File: config.mk
export PLATFORM = sky130hd
export DESIGN_NAME = mod_counter_disp
export DESIGN_NICKNAME = d
export VERILOG_FILES = /design/src/rtl/mod_counter_disp.sv
export SDC_FILE = /design/constraint.sdc
export NUM_CORES = 1
export LEC_CHECK = 0
export BUFFER_PORTS_ARGS = -buffer_cell sky130_fd_sc_hd__buf_2
export CORE_AREA = 2 2 41 43
export CTS_BUF_LIST = sky130_fd_sc_hd__clkbuf_16
export CTS_CLUSTER_SIZE = 40
export DETAILED_ROUTE_END_ITERATION = 10
export DIE_AREA = 0 0 43 45
export GPL_TIMING_DRIVEN = 1
export HOLD_SLACK_MARGIN = 0.08
export PLACE_DENSITY = 0.81
export SLEW_MARGIN = 15
export SYNTH_ARGS = -nofsm -noshare
export SYNTH_HDL_FRONTEND = slang
export SYNTH_SLANG_ARGS = --single-unit
File: constraint.sdc
create_clock -name CLK -period 2.2 [get_ports CLK]
set_input_delay 0.66 -clock CLK [delete_from_list [all_inputs] [get_ports CLK]]
set_output_delay 0.66 -clock CLK [all_outputs]
set_load 0.005 [all_outputs]
File: src/rtl/mod_counter_disp.sv
// Up/down modulo counter with load/clamp, terminal count and a multiplexed
// active-low 7-segment hex display. Define COUNTER_PRESCALE_EN to add a count prescaler.
module mod_counter_disp #(
  parameter int WIDTH    = 4,
  parameter int MODULUS  = 10,
  parameter int SCAN_DIV = 4
`ifdef COUNTER_PRESCALE_EN
  ,
  parameter int PRESCALE = 4
`endif
  ,
  localparam int NDIG = (WIDTH + 3) / 4
) (
  input  logic             CLK,
  input  logic             RST_n,
  input  logic             iEn,
  input  logic             iUp,
  input  logic             iLoad,
  input  logic [WIDTH-1:0] iLoadVal,
  output logic [WIDTH-1:0] oQ,
  output logic             oTC,
  output logic [6:0]       oSeg,
  output logic [NDIG-1:0]  oAn
);

  localparam logic [WIDTH-1:0] Q_MAX = WIDTH'(MODULUS - 1);
  localparam int SW = (SCAN_DIV > 1) ? $clog2(SCAN_DIV) : 1;
  localparam int DW = (NDIG > 1) ? $clog2(NDIG) : 1;

  logic          count_tick;
  logic          at_max;
  logic          at_zero;
  logic          load_ok;
  logic [SW-1:0] scan;
  logic [DW-1:0] dig;
  logic [NDIG*4-1:0] q_pad;
  logic [3:0]    nibble;

  assign at_max  = (oQ == Q_MAX);
  assign at_zero = (oQ == '0);
  assign load_ok = (32'(iLoadVal) < MODULUS);

`ifdef COUNTER_PRESCALE_EN
  localparam int PW = $clog2(PRESCALE);
  logic [PW-1:0] pre;

  assign count_tick = iEn & (pre == PW'(PRESCALE - 1));

  // A load restarts the prescale period so the loaded value gets a full period.
  always_ff @(posedge CLK or negedge RST_n) begin
    if (!RST_n)     pre <= '0;
    else if (iLoad) pre <= '0;
    else if (iEn)   pre <= count_tick ? '0 : pre + PW'(1);
  end
`else
  assign count_tick = iEn;
`endif

  assign oTC = count_tick & ~iLoad & ((iUp & at_max) | (~iUp & at_zero));

  always_ff @(posedge CLK or negedge RST_n) begin
    if (!RST_n) begin
      oQ <= '0;
    end else if (iLoad) begin
      oQ <= load_ok ? iLoadVal : Q_MAX;
    end else if (count_tick) begin
      if (iUp) oQ <= at_max  ? '0    : oQ + WIDTH'(1);
      else     oQ <= at_zero ? Q_MAX : oQ - WIDTH'(1);
    end
  end

  // Display scan runs free of the counter controls.
  always_ff @(posedge CLK or negedge RST_n) begin
    if (!RST_n) begin
      scan <= '0;
      dig  <= '0;
    end else if (scan == SW'(SCAN_DIV - 1)) begin
      scan <= '0;
      dig  <= (dig == DW'(NDIG - 1)) ? '0 : dig + DW'(1);
    end else begin
      scan <= scan + SW'(1);
    end
  end

  always_comb begin
    oAn = '1;
    for (int i = 0; i < NDIG; i++) oAn[i] = (dig != DW'(i));
  end

  always_comb begin
    q_pad = '0;
    q_pad[WIDTH-1:0] = oQ;
    nibble = q_pad[4*int'(dig) +: 4];
  end

  always_comb begin
    case (nibble)
      4'h0:    oSeg = 7'b1000000;
      4'h1:    oSeg = 7'b1111001;
      4'h2:    oSeg = 7'b0100100;
      4'h3:    oSeg = 7'b0110000;
      4'h4:    oSeg = 7'b0011001;
      4'h5:    oSeg = 7'b0010010;
      4'h6:    oSeg = 7'b0000010;
      4'h7:    oSeg = 7'b1111000;
      4'h8:    oSeg = 7'b0000000;
      4'h9:    oSeg = 7'b0010000;
      4'hA:    oSeg = 7'b0001000;
      4'hB:    oSeg = 7'b0000011;
      4'hC:    oSeg = 7'b1000110;
      4'hD:    oSeg = 7'b0100001;
      4'hE:    oSeg = 7'b0000110;
      default: oSeg = 7'b0001110;
    endcase
  end

endmodule
==> impl_metrics.yaml, run 1 <==
yosys:
  ys.flop_type: "dfrtp_1"
  synth-async-reset-ratio: 1.00
  ys_ff_latch: 4
  avgSynthCellArea_um2: 7.30
  yosysSeqAreaShare: 0.149
  synth.largest_area_cell: "dfrtp_1"
  synthesis.area_um2: 672
  ys_types: 37
  synth-edff-count: 0
  synthesis.nets: 107
  ys_warn_count: 0
  syn_inst: 92
  synth_top_area_share: 0.149
  ys_top_cells_by_area: "dfrtp_1 15%, ha_1 11%, o21ai_0 8.9%, nand2b_1 4.7%, a21oi_1 4.5%"
route:
  dr.pass1.iters: 4
  vias_per_cell: 6.03
  ant_nets: 0
  dr.first_iter.drc_count: 26
  vias: 796
  wl_um: 2200
  avgRoutedWirePerCell_um: 16.7
  drc: 0
finish:
  largest_registers: "oQ: 4 flops"
  finalNetCount: 133
  mostFrequentLayoutCell: "buf_2"
  largest_register_ffs: 4
  largest-register: "oQ"
  diodes: 0
  fillers: 125
  fin_cells: 132
  final_design_area_no_fill_um2: 923
  area_growth_pct: 37.4
  final_cell_mix: "20 x buf_2, 11 x buf_4, 7 x o21ai_0"
  drive_gt1_frac: 0.388
global_route:
  antenna_found_initial: 0
  grt_first_pass_wirelength_um: 3320
  grt_max_degree: 26
  grt_overflow: 0
  grtUsageMet3: 0.0760
  use_met2: 0.424
  use_met1: 0.240
  grt.busiest_layer: "met2"
  grt_pass1_vias: 721
  grt_usage: 0.232
setup_path:
  critPathLaunchType: "flip-flop"
  cp-startpoint: "oQ[1]"
  ff2ff_setup_slack_ns: 0.38
  crit_type: "reg2out"
  critPathCaptureType: "output port"
  crit_arrival_ns: 1.63
  required_ns: 1.54
  rr_worst_depth: 8
  r2r-start: "oQ[1]"
  crit_fanout: 4
  cp-endpoint: "oSeg[3]"
  rr_endpoint: "oQ[0]"
placed_design:
  place_hpwl_um: 1270
  dp_slack_ns: 0.129
  place_congestion: 0.904
  dpl_cell_area_um2: 759
  placed_cells: 123
  port_buffers: 20
power:
  leakage_nw: 0.425
  combPwrFrac: 0.397
  power.density_nw_per_um2: 725
  ir_drop_mv: 0.430
  seqPwrFrac: 0.168
  intPower_mw: 0.446
  pwr-share-clk: 0.436
  total_power_mw: 0.670
  switching_share: 0.334
  switchingPower_mw: 0.223
die:
  fp.dieH_um: 45
  num_rows: 14
  die_area_um2: 1940
  fp.coreArea_um2: 1470
  ios: 22
  initial_core_util: 0.457
  dieWidth_um: 43
cts:
  cts.clk_slew.worst_paths_ns: 0.03
  worstSkewPairLatency_ns: 0.23
  numCtsBuffers: 3
  clockBufferDepth: 2
  ctsHoldBuffers: 0
  clock-sinks: 4
  ctsHtreeMaxLevel: 1
  cts_tree: "yes"
  cts-root-buf: "clkbuf_16"
sta:
  setup_slack_ns: -0.0895
  fmax_mhz: 437
  setup_viol: 2
  fin_crit_ns: 2.29
  rsz0062_at_grt: "true"
  fin_skew_ns: 0.00428
  hold_violations: 0
  min_period_over_period: 1.04
  hold_ws_ns: 0.236
  slew_violations: 0
hold_path:
  hold_path_class: "in2async"
outcome:
  violations: "setup timing"
  status: "finished with violations"
run:
  drv_cap: 0
==> per-stage QoR <==
stage               utilization  TNS [ns]
detailed placement        0.516         0
global placement          0.516         0
floorplan                     -         0
CTS                       0.585   -0.0213
finish                    0.628    -0.124
global route              0.628    -0.298
==> cells in the mapped netlist (3+ instances only) <==
library cell,n
buf_4,4
a21oi_1,6
nand2b_1,5
o21ai_0,12
dfrtp_1,4
inv_1,6
o211ai_1,3
nand2_1,6
nor2_1,6
ha_1,6
==> final cells by class <==
class	count	area [um2]	share of cell area
clock buffers	3	75.1	0.0813
inverters	6	25.0	0.0271
multi-input cells	72	517	0.560
flip-flops and latches	4	104	0.112
well taps	16	20.0	0.0217
repair buffers	31	183	0.198
==> worst max-delay path, cell delays in order, from the launching register on <==
cell     delay (ns)
dfrtp_1        0.40
inv_2          0.10
buf_4          0.15
ha_1           0.27
nand2_1        0.10
o21ai_0        0.12
o21ai_1        0.14
buf_2          0.12
==> power by group through the flow <==
stage | Combinational, mW | Sequential (mW) | Clock (mW)
final | 0.266 | 0.112 | 0.292
after global routing | 0.287 | 0.114 | 0.299
after CTS | 0.226 | 0.107 | 0.291
after detailed placement | 0.212 | 0.107 | 0
after floorplan | 0.158 | 0.0949 | 0
after global placement | 0.206 | 0.107 | 0
==> how the worst min path moves through the flow <==
stage	to	slack, ns	depth (start not counted)
after CTS	oQ[3]	0.24	1
final	oQ[0]	0.24	1
after detailed placement	oQ[2]	0.47	1
after global placement	oQ[3]	0.46	1
after floorplan	oQ[0]	0.36	0
after global routing	oQ[0]	0.24	1
==> timing repair <==
item / CTS / global route
setup buffers: 2 / 4
gates resized for setup: 5 / 12
pin swaps: 0 / 2
endpoints found under the setup margin: 3 / 7
==> layer usage <==
metal	share of wire	routed length [um]
met1	0.39	864
met2	0.53	1160
met3	0.056	124
met4	0.021	47
met5	0	0
==> cells by family after synthesis <==
kind of cell | Yosys count | share of synthesized area
AOI/OAI and AO/OA | 34 | 0.333
and+or+nand+nor | 30 | 0.246
buffers and inverters | 16 | 0.138
adders and majority gates | 6 | 0.112
DFF | 4 | 0.149
muxes | 1 | 0.0168
other | 1 | 0.00558
Note: power is estimated with default switching activity, not from simulation.
==> run 2, diff against run 1 <==
Settings changed: ABC_AREA set to 1, CORE_AREA 2 2 41 43 to 2 2 39 41, DIE_AREA 0 0 43 45 to 0 0 41 43, PLACE_DENSITY 0.81 to 0.82.
==> run 2 against run 1 <==
  * The flow now finishes without violations
  * Count of clock-buffer cells in the layout unchanged
  * Worst hold slack got worse by 0.0074 ns
  * Clock power decreased by 3%
  * Clock skew decreased by 0.0020 ns
  * Sequential cell count unchanged
  * Setup slack improved by 0.11 ns
  * Via count decreased by 2.1%
  * Wire length decreased by 7.0%
  * Largest cell class unchanged
==> impl_metrics.yaml, run 2 <==
outcome:
  status: "complete, no violations"
global_route:
  grt_overflow: 0
  grt_pass1_vias: 632
  grt_max_degree: 15
  antenna_found_initial: 0
  grt_usage: 0.241
  grt_first_pass_wirelength_um: 2850
die:
  fp.dieH_um: 43
  initial_core_util: 0.432
  dieWidth_um: 41
  die_area_um2: 1760
  num_rows: 14
  ios: 22
  fp.coreArea_um2: 1380
sta:
  fin_skew_ns: 0.00230
  min_period_over_period: 0.989
  fin_setup_tns_ns: 0
  slew_violations: 0
  setup_viol: 0
  hold_violations: 0
  fmax_mhz: 460
  fin_crit_ns: 2.18
  setup_slack_ns: 0.0241
placed_design:
  place_congestion: 0.903
  dp_slack_ns: 0.152
  place_hpwl_um: 1260
  placed_cells: 138
  port_buffers: 20
yosys:
  yosysSeqAreaShare: 0.167
  synth-async-reset-ratio: 1.00
  synth_top_area_share: 0.176
  synthMuxAreaShare: 0
  synth_compound_area_frac: 0.192
  synth.largest_area_cell: "nand2_1"
  synth-simple-area-share: 0.333
  ys_types: 21
  synth-edff-count: 0
  synthAdderAreaFrac: 0.126
  ys_top_cells_by_area: "nand2_1 18%, dfrtp_1 17%, ha_1 13%, o21ai_0 11%, inv_1 8.2%"
  synth_xor_area_frac: 0.0293
  synthesis.nets: 115
  ys.flop_type: "dfrtp_1"
  avgSynthCellArea_um2: 5.98
  synthTopCellsByCount: "28 x nand2_1, 13 x inv_1, 13 x o21ai_0, 9 x nand3_1, 7 x nor2_1"
  synthesis.area_um2: 598
  synth_top_family_by_area: "simple AND/OR/NAND/NOR gates"
  synth.most_common_cell: "nand2_1"
  syn_inst: 100
  ys_ff_latch: 4
  ys_warn_count: 0
power:
  intPower_mw: 0.447
  pwr-share-clk: 0.415
  power.density_nw_per_um2: 752
  total_power_mw: 0.684
  leakage_nw: 0.496
  seqPwrFrac: 0.147
  ir_drop_mv: 0.741
  switching_share: 0.347
  combPwrFrac: 0.438
  switchingPower_mw: 0.237
setup_path:
  crit_arrival_ns: 1.52
  cp_top_family: "buffers and inverters"
  crit_type: "reg2out"
  max_stage_delay_ns: 0.44
  crit_buf_inv: 3
  required_ns: 1.54
  crit_path_cell_trace: "buf_4 -> ha_4 -> buf_4 -> o31ai_2 -> buf_2"
  cp_common_cell: "buf_4"
  ff2ff_setup_slack_ns: 0.81
  critPathCaptureType: "output port"
  crit_fanout: 5
  slowest_stage: "dfrtp_2"
  critPathLaunchType: "flip-flop"
finish:
  diodes: 0
  largest-register: "oQ"
  mostFrequentLayoutCell: "nand2_1"
  fillers: 118
  multi_input_area_um2: 480
  largest_register_ffs: 4
  largest_registers: "oQ: 4 flops"
  area_growth_pct: 52.1
  fin_cells: 145
  drive_gt1_frac: 0.380
  finalNetCount: 146
  final_cell_mix: "27 x nand2_1, 20 x buf_2, 11 x inv_1"
  regArea_um2: 103
cts:
  clockBufferDepth: 2
  ctsHoldBuffers: 0
  cts-root-buf: "clkbuf_16"
  ctsHtreeMaxLevel: 1
  numCtsBuffers: 3
  clock-sinks: 4
  cts.clk_slew.worst_paths_ns: 0.03
  worstSkewPairLatency_ns: 0.23
  cts_tree: "yes"
route:
  vias_per_cell: 5.37
  drc: 0
  vias: 779
  dr.pass1.iters: 4
  avgRoutedWirePerCell_um: 14.1
  ant_nets: 0
  wl_um: 2040
  dr.first_iter.drc_count: 38
run:
  drv_cap: 0
hold_path:
  hold_path_class: "in2async"
run 2: routing by layer:
layer | track usage | vias up | part of all wire
li1 | - | 377 | -
met1 | 0.298 | 357 | 0.39
met2 | 0.378 | 39 | 0.52
met3 | 0.0681 | 6 | 0.069
met4 | 0.0933 | 0 | 0.020
met5 | 0 | - | 0
run 2: worst paths after layout:
path,startpoint,to,depth (start not counted)
max,oQ[0],oSeg[2],5
min,RST_n,oQ[2],1
max reg2reg,oQ[0],oQ[1],7
min reg2reg,oQ[0],oQ[0],3
max in group asynchronous,RST_n,oQ[0],1
min in group CLK,iLoadVal[0],oQ[0],3
run 2: cells by family (layout without fill, tap and decap cells):
group,Yosys count,in the layout
AO/OA/AOI/OAI,22,22
AND/OR/NAND/NOR,47,47
buffers and inverters,18,47
adder cells (fa/ha/maj),6,6
other,1,1
flip-flops,4,4
XOR/XNOR,2,2
run 2: repair_timing:
item                                    CTS  global route
buffers inserted                          1             3
gates resized for setup                   5            16
endpoints found under the setup margin    4             5
pin swaps                                 0             2
run 2: final cells by class:
type / instances / area share
multi-input combinational: 78 / 0.528
inverter: 15 / 0.0660
sequential: 4 / 0.113
tap: 16 / 0.0220
clock buffer: 3 / 0.0825
timing repair buffer: 29 / 0.188
run 2: metrics by stage:
stage	util	area [um2]	hold slack [ns]
6_report	0.657	910	0.229
5_1_grt	0.657	910	0.238
4_1_cts	0.589	815	0.232
3_5_place_dp	0.524	726	0.468
3_3_place_gp	0.524	726	0.466
2_1_floorplan	-	598	0.364
run 2: power groups by stage:
stage / sequential (mW) / combinational, mW / clock, mW
after detailed placement: 0.0966 / 0.235 / 0
after floorplan: 0.0992 / 0.147 / 0
after global routing: 0.102 / 0.327 / 0.290
after CTS: 0.0972 / 0.250 / 0.287
final: 0.100 / 0.299 / 0.284
after global placement: 0.0958 / 0.232 / 0
run 2: worst register-to-register path, cell delays in order, from the launching register on:
cell and delay [ns]:
dfrtp_2 0.44, buf_4 0.16, ha_4 0.15, buf_4 0.15, o21ai_0 0.17, nand2_1 0.09, nand2_1 0.06, nand2_1 0.06
==> run 3, diff against run 2 <==
Clock period 2.2 ns to 2.7 ns, I/O delays scaled along.
==> run 3 against run 2 <==
  * Sequential share of layout area up 1.8 points
  * Largest cell class unchanged
  * Final cell count down 6.2%
  * Sequential cell count unchanged
  * Via count down 11%
  * Utilization down 10 points
  * Total power down 29%
  * Critical endpoint is now oTC
==> impl_metrics.yaml, run 3 (synthesis gave the netlist of run 2 again) <==
cts:
  worstSkewPairLatency_ns: 0.22
  numCtsBuffers: 3
  ctsHtreeMaxLevel: 1
  clockBufferDepth: 2
  clock-sinks: 4
  cts_tree: "yes"
  cts.clk_slew.worst_paths_ns: 0.03
  cts-root-buf: "clkbuf_16"
  postCtsSetupBuffers: 0
sta:
  hold_violations: 0
  rsz0062_at_grt: "false"
  relSlewSlack: 0.660
  worst_slew_pin_slew_ns: 0.510
  fin_crit_ns: 2.53
  fin_skew_ns: 0.0000578
  setup_viol: 0
  fin_setup_tns_ns: 0
  min_period_over_period: 0.939
  slew_violations: 0
  fmax_mhz: 395
placed_design:
  port_buffers: 20
  place_hpwl_um: 1140
  place_congestion: 0.902
  dpl_cell_area_um2: 688
finish:
  diodes: 0
  regArea_um2: 100
  largest_register_ffs: 4
  finalNetCount: 137
  fillers: 135
  multi_input_area_um2: 413
  mostFrequentLayoutCell: "nand2_1"
  largest_registers: "oQ: 4 flops"
  area_growth_pct: 28.0
  final_cell_mix: "28 x nand2_1, 20 x buf_2, 13 x o21ai_0"
  post-route-util: 0.553
  largest-register: "oQ"
  drive_gt1_frac: 0.242
  final_design_area_no_fill_um2: 766
setup_path:
  max_stage_delay_ns: 0.45
  crit_fanout: 7
  critPathLaunchType: "flip-flop"
  ff2ff_setup_slack_ns: 1.15
  r2r-start: "oQ[0]"
  rr_endpoint: "oQ[1]"
  rr_worst_depth: 9
  slowest_stage: "dfrtp_1"
  required_ns: 1.89
  crit_path_cell_trace: "inv_2 -> ha_2 -> nand3_2 -> nand2_2 -> clkinv_2 -> nor4_1 -> buf_2"
  crit_arrival_ns: 1.72
  crit_type: "reg2out"
  critPathCaptureType: "output port"
global_route:
  grt_pass1_vias: 596
  grt_overflow: 0
  grt_max_degree: 17
  grt_first_pass_wirelength_um: 2570
  antenna_found_initial: 0
  grt_usage: 0.209
route:
  vias: 690
  dr.pass1.iters: 4
  drc: 0
  ant_nets: 0
  vias_per_cell: 5.07
  wl_um: 1520
  dr.first_iter.drc_count: 23
  avgRoutedWirePerCell_um: 11.2
die:
  ios: 22
  dieWidth_um: 41
  die_area_um2: 1760
  initial_core_util: 0.432
  num_rows: 14
  fp.dieH_um: 43
  fp.coreArea_um2: 1380
run:
  drv_cap: 0
power:
  power.density_nw_per_um2: 638
  leakage_nw: 0.447
  total_power_mw: 0.488
  ir_drop_mv: 0.508
outcome:
  status: "complete, no violations"
hold_path:
  hold_path_class: "in2async"
run 3: cell count changes in the layout (fill, tap and decap cells not counted), sizes merged:
cell	previous run	this run
buf	29	20
run 3: power breakdown:
group          leakage (nW)  switching [mW]  internal [mW]  total (mW)
Sequential           0.0496          0.0234         0.0678      0.0911
Clock                0.0370          0.0419          0.189       0.231
Combinational         0.361          0.0961         0.0698       0.166
run 3: worst max-delay path by stage:
stage / startpoint / endpoint / depth (start not counted)
floorplan: oQ[1] / oTC / 6
global placement: oQ[1] / oTC / 7
detailed placement: oQ[1] / oTC / 7
CTS: oQ[1] / oTC / 7
global route: oQ[0] / oSeg[3] / 6
finish: oQ[1] / oTC / 7
run 3: layout make-up:
cell class / instances / share of cell area
clock buffer: 3 / 0.0980
inverter: 15 / 0.0752
multi-input combinational: 78 / 0.539
sequential: 4 / 0.131
tap: 16 / 0.0261
timing repair buffer: 20 / 0.131
run 3: routing by layer:
metal | global-route usage | part of all wire
met1 | 0.314 | 0.45
met2 | 0.300 | 0.48
met4 | 0.0400 | 0.0059
met3 | 0.0471 | 0.066
met5 | 0 | 0
run 3: critical path: cells and delay by family (launching register included):
kind / cells / cell delay [ns]
DFF: 1 / 0.45
and+or+nand+nor: 3 / 0.43
buffers and inverters: 3 / 0.37
adders and majority gates: 1 / 0.26
run 3: timing repair:
item	4_1_cts	5_1_grt
setup endpoints to repair	0	1
gates resized for setup	0	2
hold buffers	0	0
run 3: through the flow:
step / setup slack, ns / hold slack, ns / cells
2_1_floorplan: 0.581 / 0.514 / 100
3_3_place_gp: 0.304 / 0.615 / 133
3_5_place_dp: 0.307 / 0.616 / 133
4_1_cts: 0.0595 / 0.383 / 136
5_1_grt: 0.0189 / 0.386 / 136
6_report: 0.165 / 0.382 / 136
